[src/rtl/mc_cu_pkg.sv]
// Shared constants for the multicycle control unit: FSM state encodings,
// opcode and function-field values, and ALU operation codes.
package mc_cu_pkg;

  typedef enum logic [3:0] {
    ST_FETCH  = 4'd0,
    ST_DECODE = 4'd1,
    ST_MEMADR = 4'd2,
    ST_MEMRD  = 4'd3,
    ST_MEMWB  = 4'd4,
    ST_MEMWR  = 4'd5,
    ST_EXEC_R = 4'd6,
    ST_ALUWB  = 4'd7,
    ST_EXEC_I = 4'd8,
    ST_BRANCH = 4'd9,
    ST_JUMP   = 4'd10,
    ST_JR     = 4'd11,
    ST_JAL    = 4'd12,
    ST_TRAP   = 4'd15
  } state_e;

  localparam logic [5:0] OP_RTYPE = 6'h00;
  localparam logic [5:0] OP_J     = 6'h02;
  localparam logic [5:0] OP_JAL   = 6'h03;
  localparam logic [5:0] OP_BEQ   = 6'h04;
  localparam logic [5:0] OP_BNE   = 6'h05;
  localparam logic [5:0] OP_ADDI  = 6'h08;
  localparam logic [5:0] OP_ANDI  = 6'h0C;
  localparam logic [5:0] OP_ORI   = 6'h0D;
  localparam logic [5:0] OP_LW    = 6'h23;
  localparam logic [5:0] OP_SW    = 6'h2B;

  localparam logic [5:0] FN_SLL = 6'h00;
  localparam logic [5:0] FN_JR  = 6'h08;
  localparam logic [5:0] FN_ADD = 6'h20;
  localparam logic [5:0] FN_AND = 6'h24;
  localparam logic [5:0] FN_OR  = 6'h25;
  localparam logic [5:0] FN_NOR = 6'h27;
  localparam logic [5:0] FN_SLT = 6'h2A;

  localparam logic [3:0] ALU_AND = 4'b0000;
  localparam logic [3:0] ALU_OR  = 4'b0001;
  localparam logic [3:0] ALU_ADD = 4'b0010;
  localparam logic [3:0] ALU_SUB = 4'b0110;
  localparam logic [3:0] ALU_SLT = 4'b0111;
  localparam logic [3:0] ALU_NOR = 4'b1100;
  localparam logic [3:0] ALU_SLL = 4'b1111;

  // States that wait on the memory handshake and are covered by the timeout.
  function automatic logic is_wait_state(input state_e s);
    return (s == ST_FETCH) || (s == ST_MEMRD) || (s == ST_MEMWR);
  endfunction

endpackage

[src/rtl/mc_control_unit_alu_dec.sv]
// Combinational instruction decoder: maps (op_code, func) to the ALU
// operation used in the execute stage and flags whether the instruction is
// supported. bne is only recognised when MC_CU_BNE_EN is defined.
module mc_alu_dec
  import mc_cu_pkg::*;
(
  input  logic [5:0] op_code_i,
  input  logic [5:0] func_i,
  output logic [3:0] alu_op_o,
  output logic       legal_o
);

  // Opcode/function lookup; unknown encodings leave legal_o low.
  always_comb begin
    alu_op_o = ALU_ADD;
    legal_o  = 1'b0;
    case (op_code_i)
      OP_RTYPE: begin
        case (func_i)
          FN_ADD: begin alu_op_o = ALU_ADD; legal_o = 1'b1; end
          FN_AND: begin alu_op_o = ALU_AND; legal_o = 1'b1; end
          FN_OR:  begin alu_op_o = ALU_OR;  legal_o = 1'b1; end
          FN_NOR: begin alu_op_o = ALU_NOR; legal_o = 1'b1; end
          FN_SLT: begin alu_op_o = ALU_SLT; legal_o = 1'b1; end
          FN_SLL: begin alu_op_o = ALU_SLL; legal_o = 1'b1; end
          FN_JR:  legal_o = 1'b1;
          default: legal_o = 1'b0;
        endcase
      end
      OP_LW, OP_SW, OP_J, OP_JAL: legal_o = 1'b1;
      OP_BEQ:  begin alu_op_o = ALU_SUB; legal_o = 1'b1; end
`ifdef MC_CU_BNE_EN
      OP_BNE:  begin alu_op_o = ALU_SUB; legal_o = 1'b1; end
`endif
      OP_ADDI: begin alu_op_o = ALU_ADD; legal_o = 1'b1; end
      OP_ANDI: begin alu_op_o = ALU_AND; legal_o = 1'b1; end
      OP_ORI:  begin alu_op_o = ALU_OR;  legal_o = 1'b1; end
      default: legal_o = 1'b0;
    endcase
  end

endmodule

[src/rtl/mc_control_unit.sv]
// Multicycle MIPS-style control unit (Moore FSM) with a memory-wait timeout
// that traps. Optional macro MC_CU_BNE_EN adds bne decoding and the
// pc_cond_inv output; without it op_code 0x05 traps.
module mc_control_unit
  import mc_cu_pkg::*;
#(
  parameter int ALUOP_W     = 4,
  parameter int MEM_TIMEOUT = 15
) (
  input  logic               clk,
  input  logic               reset,
  input  logic [5:0]         op_code,
  input  logic [5:0]         func,
  input  logic               zero,
  input  logic               mem_ready,
  output logic               PCWrite,
  output logic               PCWriteCond,
  output logic               IorD,
  output logic               MemRead,
  output logic               MemWrite,
  output logic               IRWrite,
  output logic               MemtoReg,
  output logic               RegDst,
  output logic               RegWrite,
  output logic               ALUSrcA,
  output logic               JumpAndLink,
  output logic [1:0]         ALUSrcB,
  output logic [1:0]         PCSource,
  output logic [ALUOP_W-1:0] ALUOp,
`ifdef MC_CU_BNE_EN
  output logic               pc_cond_inv,
`endif
  output logic [3:0]         state,
  output logic               illegal
);

  state_e     state_q, state_d;
  logic [7:0] wait_q, wait_d;
  logic [3:0] alu_q;
  logic       rdst_q, store_q;
  logic [3:0] dec_alu_op;
  logic       dec_legal;
  logic       timeout;
  logic [3:0] alu_sel;
  logic       pcw, pcc, mwr, rw;

  mc_alu_dec u_alu_dec (
    .op_code_i (op_code),
    .func_i    (func),
    .alu_op_o  (dec_alu_op),
    .legal_o   (dec_legal)
  );

`ifdef MC_CU_BNE_EN
  logic bne_q;
  // Remember whether the branch being executed is bne.
  always_ff @(posedge clk) begin
    if (state_q == ST_DECODE) bne_q <= (op_code == OP_BNE);
  end
  assign pc_cond_inv = (state_q == ST_BRANCH) && bne_q;
`else
  logic unused_zero;
  assign unused_zero = zero;
`endif

  // State register; reset forces FETCH immediately.
  always_ff @(posedge clk or posedge reset) begin
    if (reset) state_q <= ST_FETCH;
    else       state_q <= state_d;
  end

  // Memory wait counter.
  always_ff @(posedge clk or posedge reset) begin
    if (reset) wait_q <= '0;
    else       wait_q <= wait_d;
  end

  // Latch the decoded instruction attributes once, in DECODE.
  always_ff @(posedge clk) begin
    if (state_q == ST_DECODE) begin
      alu_q   <= dec_alu_op;
      rdst_q  <= (op_code == OP_RTYPE);
      store_q <= (op_code == OP_SW);
    end
  end

  // Next-state logic, including the memory timeout and decode dispatch.
  always_comb begin
    state_d = state_q;
    timeout = (wait_q == 8'(MEM_TIMEOUT)) && !mem_ready;
    case (state_q)
      ST_FETCH:  if (mem_ready) state_d = ST_DECODE; else if (timeout) state_d = ST_TRAP;
      ST_DECODE: begin
        if (!dec_legal) state_d = ST_TRAP;
        else begin
          case (op_code)
            OP_LW, OP_SW:           state_d = ST_MEMADR;
            OP_RTYPE:               state_d = (func == FN_JR) ? ST_JR : ST_EXEC_R;
            OP_ADDI, OP_ANDI, OP_ORI: state_d = ST_EXEC_I;
`ifdef MC_CU_BNE_EN
            OP_BEQ, OP_BNE:         state_d = ST_BRANCH;
`else
            OP_BEQ:                 state_d = ST_BRANCH;
`endif
            OP_J:                   state_d = ST_JUMP;
            OP_JAL:                 state_d = ST_JAL;
            default:                state_d = ST_TRAP;
          endcase
        end
      end
      ST_MEMADR: state_d = store_q ? ST_MEMWR : ST_MEMRD;
      ST_MEMRD:  if (mem_ready) state_d = ST_MEMWB; else if (timeout) state_d = ST_TRAP;
      ST_MEMWR:  if (mem_ready) state_d = ST_FETCH; else if (timeout) state_d = ST_TRAP;
      ST_EXEC_R, ST_EXEC_I: state_d = ST_ALUWB;
      ST_MEMWB, ST_ALUWB, ST_BRANCH, ST_JUMP, ST_JR, ST_JAL: state_d = ST_FETCH;
      ST_TRAP:   state_d = ST_TRAP;
      default:   state_d = ST_TRAP;
    endcase
    // Clear on entry to a wait state, count stalled cycles while in one.
    wait_d = wait_q;
    if ((state_d != state_q) && is_wait_state(state_d)) wait_d = '0;
    else if (is_wait_state(state_q) && !mem_ready)       wait_d = wait_q + 8'd1;
  end

  // Output decode from the state register; only FETCH looks at mem_ready.
  always_comb begin
    pcw = 1'b0; pcc = 1'b0; mwr = 1'b0; rw = 1'b0;
    IorD = 1'b0; MemRead = 1'b0; IRWrite = 1'b0; MemtoReg = 1'b0;
    RegDst = 1'b0; ALUSrcA = 1'b0; JumpAndLink = 1'b0;
    ALUSrcB = 2'd0; PCSource = 2'd0; alu_sel = ALU_AND; illegal = 1'b0;
    case (state_q)
      ST_FETCH:  begin MemRead = 1'b1; IRWrite = mem_ready; pcw = mem_ready;
                       ALUSrcB = 2'd1; alu_sel = ALU_ADD; end
      ST_DECODE: begin ALUSrcB = 2'd3; alu_sel = ALU_ADD; end
      ST_MEMADR: begin ALUSrcA = 1'b1; ALUSrcB = 2'd2; alu_sel = ALU_ADD; end
      ST_MEMRD:  begin MemRead = 1'b1; IorD = 1'b1; end
      ST_MEMWR:  begin mwr = 1'b1; IorD = 1'b1; end
      ST_MEMWB:  begin rw = 1'b1; MemtoReg = 1'b1; end
      ST_EXEC_R: begin ALUSrcA = 1'b1; alu_sel = alu_q; end
      ST_EXEC_I: begin ALUSrcA = 1'b1; ALUSrcB = 2'd2; alu_sel = alu_q; end
      ST_ALUWB:  begin rw = 1'b1; RegDst = rdst_q; end
      ST_BRANCH: begin
        ALUSrcA = 1'b1; alu_sel = ALU_SUB; PCSource = 2'd1;
`ifdef MC_CU_BNE_EN
        pcc = bne_q ? ~zero : zero;
`else
        pcc = 1'b1;
`endif
      end
      ST_JUMP:   begin pcw = 1'b1; PCSource = 2'd2; end
      ST_JR:     begin pcw = 1'b1; PCSource = 2'd3; end
      ST_JAL:    begin pcw = 1'b1; PCSource = 2'd2; rw = 1'b1; JumpAndLink = 1'b1; end
      ST_TRAP:   illegal = 1'b1;
      default:   illegal = 1'b0;
    endcase
  end

  // Write strobes are held off for as long as reset is asserted.
  assign PCWrite     = pcw & ~reset;
  assign PCWriteCond = pcc & ~reset;
  assign MemWrite    = mwr & ~reset;
  assign RegWrite    = rw  & ~reset;
  assign ALUOp       = ALUOP_W'(alu_sel);
  assign state       = state_q;

endmodule

[config.mk]
export PLATFORM = sky130hd
export DESIGN_NAME = mc_control_unit
export DESIGN_NICKNAME = d
export VERILOG_FILES = /design/src/rtl/mc_cu_pkg.sv /design/src/rtl/mc_control_unit_alu_dec.sv /design/src/rtl/mc_control_unit.sv
export SDC_FILE = /design/constraint.sdc
export NUM_CORES = 1
export LEC_CHECK = 0
export BUFFER_PORTS_ARGS = -buffer_cell sky130_fd_sc_hd__buf_2
export CAP_MARGIN = 15
export CORE_MARGIN = 2
export CORE_UTILIZATION = 50
export CTS_BUF_LIST = sky130_fd_sc_hd__clkbuf_4 sky130_fd_sc_hd__clkbuf_8 sky130_fd_sc_hd__clkbuf_16
export DETAILED_ROUTE_END_ITERATION = 7
export PLACE_DENSITY = 0.78
export SLEW_MARGIN = 20
export SYNTH_ARGS = -nofsm -noshare
export SYNTH_HDL_FRONTEND = slang
export SYNTH_SLANG_ARGS = --single-unit
[constraint.sdc]
create_clock -name clk -period 4.6 [get_ports clk]
set_input_delay 0.46 -clock clk [delete_from_list [all_inputs] [get_ports clk]]
set_output_delay 0.46 -clock clk [all_outputs]
set_load 0.01 [all_outputs]
==> results_dict.tcl, run 1 <==
set metrics [dict create \
    root_buffer "clkbuf_4" \
    wl_met3_um 242 \
    pwr-share-clk_pct 9.3 \
    path_cells "or4b_4 > or3_1 > o221ai_2 > nor3b_1 > nand4b_1 > nand4bb_1 > a31oi_1" \
    drc 0 \
    dp_hpwl_um 2974 \
    hold_class "primary input to async pin" \
    drt-met1-wl_um 2053 \
    hold_buffers 0 \
    synth-seq-area-share_pct 27.29 \
    totalWireLength_um 4133 \
    htreeDepth 1 \
    synthFlopType "dfrtp_1" \
    drive_gt1_share_pct 21.37 \
    cts_buffers 3 \
    pwr-share-comb_pct 64.0 \
    grt_max_degree 34 \
    worstPathRequired_ps 4830 \
    max_stage_delay_ps 710 \
    report.final.slew_viol_count 0 \
    cap_violations 0 \
    dr.pass1.iters 4 \
    pwr_density_cell_mw_per_mm2 546.5 \
    syn_avg_cell_area_um2 7.824 \
    core-area_mm2 0.003363 \
    clock-sinks 18 \
    synth-async-reset-ratio_pct 66.67 \
    cts_tree "done" \
    setup_violations 0 \
    min_period_over_period_pct 63.71 \
    hold_violations 0 \
    rsz0062_at_grt "false" \
    worstSetupStartpoint "state[3]$_DFF_PP0_" \
    reg2reg_from "state[3]$_DFF_PP0_" \
    row_count 21 \
    wl_per_cell_um 14.06 \
    cp_num_buf_inv 0 \
    gp_congestion 0.8421 \
    track_usage_pct 22.38 \
    synth_seq_cells 18 \
    syn2layout_area_growth_pct 11.37 \
    insertion_delay_ps 300 \
    die_h_um 63.34 \
    synth_warnings 0 \
    fp.dieW_um 63.34 \
    status "completed" \
    syn-cell-area_mm2 0.001760 \
    cts_resized 0 \
    endpoint_kind "register" \
    worstPathMaxFanout 29 \
    drtIter0Drc 195 \
    syn_nets 242 \
    clkTransAtPathRegs_ps 110 \
    slowest_stage "dfrtp_1" \
    netlist_instances 225 \
    synthDistinctLibCells 59 \
    vias 1757 \
    port_buffers 38 \
    antenna_left 0 \
    tightest_slew_ps 846.2 \
    holdWs_ps 192.4 \
    grt_pass1_wl_um 7300 \
    met2_length_um 1812 \
    synth_edf_count 6 \
    grt-ovfl-total 0 \
    p_leak_nw 0.8211 \
    dieArea_mm2 0.004011 \
    startpoint_type "register" \
    switchingPower_mw 0.5482 \
    nNetsFinal 266 \
    vias_per_cell 5.976 \
    peakVddDrop_uv 234.2 \
    nFillCells 346 \
    fin_skew_ps 6.562 \
    path_class "register to register" \
    internal_power_mw 0.5233 \
    finalPower_mw 1.071 \
    post_cts_buffers 0 \
    grt_pass1_vias 1542 \
    io_pins 40 \
    min_period_ps 2931 \
    fmax_ghz 0.3412 \
    pwr-share-seq_pct 26.8 \
    diodes 0 \
    antenna_found_initial 0 \
    switching_share_pct 51.16 \
    slew_headroom_pct 43.58 \
    start_util_pct 52.34 \
    cts_buffer_depth 2 \
    setup_tns_ps 0 \
    crit_family "simple AND/OR/NAND/NOR gates" \
    worstPathArrival_ps 3160 \
    top_layer_used "met4" \
]
## metal layers
metal,GRT usage [%],vias to the layer above
li1,-,883
met1,33.45,806
met2,33.42,66
met3,3.036,2
met4,6.793,0
met5,0,-
## through the flow
stage / setup slack [ps] / utilization, % / area [um2] / instances
floorplan: 2238 / - / 1760 / 225
global placement: 1754 / 57.22 / 1924 / 290
detailed placement: 1724 / 57.22 / 1924 / 290
CTS: 1692 / 58.30 / 1961 / 294
global route: 1402 / 58.30 / 1961 / 294
finish: 1669 / 58.30 / 1961 / 294
## power groups by stage
stage / Clock (mW) / Sequential [mW] / Combinational [mW]
global placement: 0 / 0.287 / 0.672
global route: 0.104 / 0.299 / 0.772
floorplan: 0 / 0.236 / 0.574
detailed placement: 0 / 0.289 / 0.677
CTS: 0.100 / 0.285 / 0.679
finish: 0.0993 / 0.287 / 0.685
## state kept, by name (all words and copies together), names as in the netlist
signal   cells
state        4
store_q      1
wait_q       8
rdst_q       1
alu_q        4
## Yosys cell counts, types with 2 or more instances
cell,instances,area share (%)
nor3_1,6,1.7
a21oi_1,12,3.4
nor4b_1,2,1.0
nand3_1,8,2.3
o221ai_1,2,1.0
xor2_1,6,3.0
nor3b_1,5,2.1
a211oi_2,2,1.4
a21boi_0,5,2.1
nor2_1,22,4.7
nor4b_2,2,1.7
a21o_1,4,1.7
xnor2_1,2,1.0
o21ai_0,11,3.1
nand4_1,4,1.4
dfrtp_1,12,17
buf_1,2,0.43
nand2_1,21,4.5
mux2i_1,2,1.1
nand2b_1,11,3.9
and2_1,3,1.1
o211ai_1,2,0.85
edfxtp_1,6,10
o31ai_1,3,1.3
clkbuf_1,12,2.6
inv_1,5,1.1
a311oi_1,2,1.0
a31oi_1,10,3.6
buf_2,4,1.1
nor2b_1,2,0.71
nand4b_1,4,2.0
a2111oi_0,2,1.0
nand3b_1,3,1.3
## cells by family after synthesis
group / after synthesis / synth area share (%)
DFF: 18 / 27.29
buffers and inverters: 25 / 6.255
adders and majority gates: 1 / 0.7106
and+or+nand+nor: 104 / 33.97
xor gates and xnor gates: 8 / 3.980
muxes: 3 / 1.777
AOI/OAI and AO/OA: 66 / 26.01
## worst paths after layout
path | depth (start not counted) | to | slack [ps]
max | 7 | wait_q[2]$_DFFE_PP0P_ | 1670
min | 2 | state[2]$_DFF_PP0_ | 190
max reg2reg | 7 | wait_q[2]$_DFFE_PP0P_ | 1670
min reg2reg | 2 | wait_q[0]$_DFFE_PP0P_ | 600
max in group asynchronous | 2 | state[0]$_DFF_PP0_ | 4090
min in group clk | 2 | alu_q[3]$_DFFE_PP_ | 580
## placed cells by master, fill, tap and decap left out, types with 6 or more instances in the layout
cell,instances
nand2b_1,11
a21oi_1,12
xor2_1,6
nor2_1,22
edfxtp_1,6
buf_2,38
o21ai_0,11
a31oi_1,10
dfrtp_1,12
nand3_1,8
nand2_1,21
nor3_1,6
## worst register-to-register path: cells and delay by family (launching register included)
kind	cells	cell delay, ps
AOI/OAI and AO/OA	2	480
DFF	1	710
and+or+nand+nor	5	1680
## cell type report
cell class / instances / area, um2 / share of cell area, %
clock buffer: 4 / 36.28 / 1.851
tap: 46 / 57.56 / 2.936
timing repair buffer: 39 / 197.7 / 10.08
multi-input combinational: 182 / 1170 / 59.67
inverter: 5 / 18.77 / 0.9572
sequential: 18 / 480.5 / 24.51
Power figures use the tool's default switching activity.
==> inputs of run 2 (changes only) <==
--- a/config.mk
+++ b/config.mk
@@ -8,10 +8,10 @@
 export BUFFER_PORTS_ARGS = -buffer_cell sky130_fd_sc_hd__buf_2
 export CAP_MARGIN = 15
 export CORE_MARGIN = 2
-export CORE_UTILIZATION = 50
+export CORE_UTILIZATION = 49
 export CTS_BUF_LIST = sky130_fd_sc_hd__clkbuf_4 sky130_fd_sc_hd__clkbuf_8 sky130_fd_sc_hd__clkbuf_16
 export DETAILED_ROUTE_END_ITERATION = 7
-export PLACE_DENSITY = 0.78
+export PLACE_DENSITY = 0.79
 export SLEW_MARGIN = 20
 export SYNTH_ARGS = -nofsm -noshare
 export SYNTH_HDL_FRONTEND = slang
==> constraint.sdc (replaced) <==
create_clock -name clk -period 2.59 [get_ports clk]
set_input_delay 0.259 -clock clk [delete_from_list [all_inputs] [get_ports clk]]
set_output_delay 0.259 -clock clk [all_outputs]
set_load 0.01 [all_outputs]
==> run 2 against run 1 <==
The run now ends with hold timing left. Power rose by 99%. Sequential share of layout area fell by 1.5 points. Die area rose by 1.9%. Utilization rose by 3.2 points. Via count rose by 2.4%. Worst setup slack got worse by 1500 ps. Global-route usage barely moved. Highest routed layer unchanged.
==> results_dict.tcl, run 2 (synthesis results as in run 1) <==
set metrics [dict create \
    hold_class "primary input to async pin" \
    finalPower_mw 2.132 \
    clock-sinks 18 \
    grt_max_degree 33 \
    setup_violations 0 \
    slew_headroom_pct 65.18 \
    tightest_slew_ps 515.1 \
    final_common_cell "buf_2" \
    min_period_over_period_pct 92.49 \
    grt-ovfl-total 0 \
    status "finished with violations" \
    clkTransAtPathRegs_ps 110 \
    grt_pass1_wl_um 7376 \
    wl_per_cell_um 13.73 \
    fp.dieW_um 63.94 \
    path_class "register to register" \
    crit_family "simple AND/OR/NAND/NOR gates" \
    fin_skew_ps 3.957 \
    top_register "wait_q" \
    rsz0062_at_grt "false" \
    layout_common_cells "buf_2, nor2_1, nand2_1" \
    diodes 0 \
    worstPathArrival_ps 2630 \
    violations "hold timing" \
    track_usage_pct 22.35 \
    min_period_ps 2395 \
    antenna_found_initial 0 \
    start_util_pct 51.94 \
    r2r_cells 9 \
    worstPathMaxFanout 32 \
    setup_tns_ps 0 \
    dr.pass1.iters 4 \
    path_cells "buf_12 > or3b_2 > a21boi_0 > o221ai_2 > a21oi_1 > nor3b_1 > a211oi_2 > buf_4 > a31oi_1" \
    largest_register_ffs 8 \
    pwr_density_cell_mw_per_mm2 1022 \
    peakVddDrop_uv 449.5 \
    row_count 21 \
    holdWs_ps -14.77 \
    cts_buffer_depth 2 \
    report.final.slew_viol_count 0 \
    p_leak_nw 0.8906 \
    port_buffers 38 \
    nNetsFinal 278 \
    fmax_ghz 0.4175 \
    startpoint_type "register" \
    root_buffer "clkbuf_4" \
    worstPathRequired_ps 2830 \
    cts_buffers 3 \
    htreeDepth 1 \
    dieArea_mm2 0.004088 \
    totalWireLength_um 4200 \
    reg2reg_from "state[2]$_DFF_PP0_" \
    cp_num_buf_inv 2 \
    grt_pass1_vias 1608 \
    gp_congestion 0.9079 \
    slowest_stage "or3b_2" \
    hold_violations 12 \
    reg2reg_slack_ps 190 \
    cts_tree "done" \
    cap_violations 0 \
    insertion_delay_ps 310 \
    vias_per_cell 5.879 \
    endpoint_kind "register" \
    max_stage_delay_ps 510 \
    drive_gt1_share_pct 25.77 \
    io_pins 40 \
    syn2layout_area_growth_pct 18.48 \
    drc 0 \
    die_h_um 63.94 \
    r2r_end "wait_q[4]$_DFFE_PP0P_" \
    vias 1799 \
    core-area_mm2 0.003390 \
    antenna_left 0 \
    drtIter0Drc 179 \
    dp_hpwl_um 3140 \
    nFillCells 301 \
]
## run 2: what timing repair did
action,CTS,global route
gates resized for setup,0,3
endpoints found under the setup margin,0,8
buffers inserted,0,0
hold buffers,0,0
## run 2: how the worst max path moves through the flow
stage	start	slack (ps)	end	cells after the start
global placement	state[1]$_DFF_PP0_	180	wait_q[1]$_DFFE_PP0P_	7
finish	state[2]$_DFF_PP0_	190	wait_q[4]$_DFFE_PP0P_	9
global route	wait_q[0]$_DFFE_PP0P_	10	wait_q[2]$_DFFE_PP0P_	8
detailed placement	state[2]$_DFF_PP0_	130	wait_q[4]$_DFFE_PP0P_	7
floorplan	state[1]$_DFF_PP0_	230	wait_q[0]$_DFFE_PP0P_	9
CTS	state[2]$_DFF_PP0_	100	wait_q[4]$_DFFE_PP0P_	7
## run 2: per-stage QoR
stage	instances	worst slack (ps)	area (um2)	util (%)	hold WS (ps)
floorplan	225	228.3	1760	-	123.7
global placement	302	182.5	2027	59.80	325.0
detailed placement	302	134.1	2027	59.80	338.5
CTS	306	100.9	2063	60.87	3.262
global route	306	12.86	2086	61.54	26.55
finish	306	194.6	2086	61.54	-14.77
## run 2: worst reg2reg max path, cell delays in order (launching register included)
cell and delay (ps):
dfrtp_1 430, buf_12 180, or3b_2 510, a21boi_0 170, o221ai_2 230, a21oi_1 120, nor3b_1 270, a211oi_2 70
buf_4 180, a31oi_1 170
## run 2: layer usage
layer  global-route usage [%]  share of wire (%)  wire [um]
met5                        0                  0          0
met4                    5.978               0.64         27
met3                    3.697                5.8        245
met2                    33.85                 44       1853
met1                    32.74                 49       2074
## run 2: cell type report
class	instances	area (um2)	share of cell area (%)
clock buffer	4	36.28	1.740
inverter	5	18.77	0.8998
multi-input combinational	182	1192	57.17
sequential	18	480.5	23.04
tap	46	57.56	2.759
timing repair buffer	51	300.3	14.40
## run 2: power by group
group | switching, mW | total, mW | internal (mW)
Sequential | 0.0323 | 0.398 | 0.366
Combinational | 0.905 | 1.55 | 0.644
Clock | 0.0986 | 0.185 | 0.0861
Total | 1.04 | 2.13 | 1.10
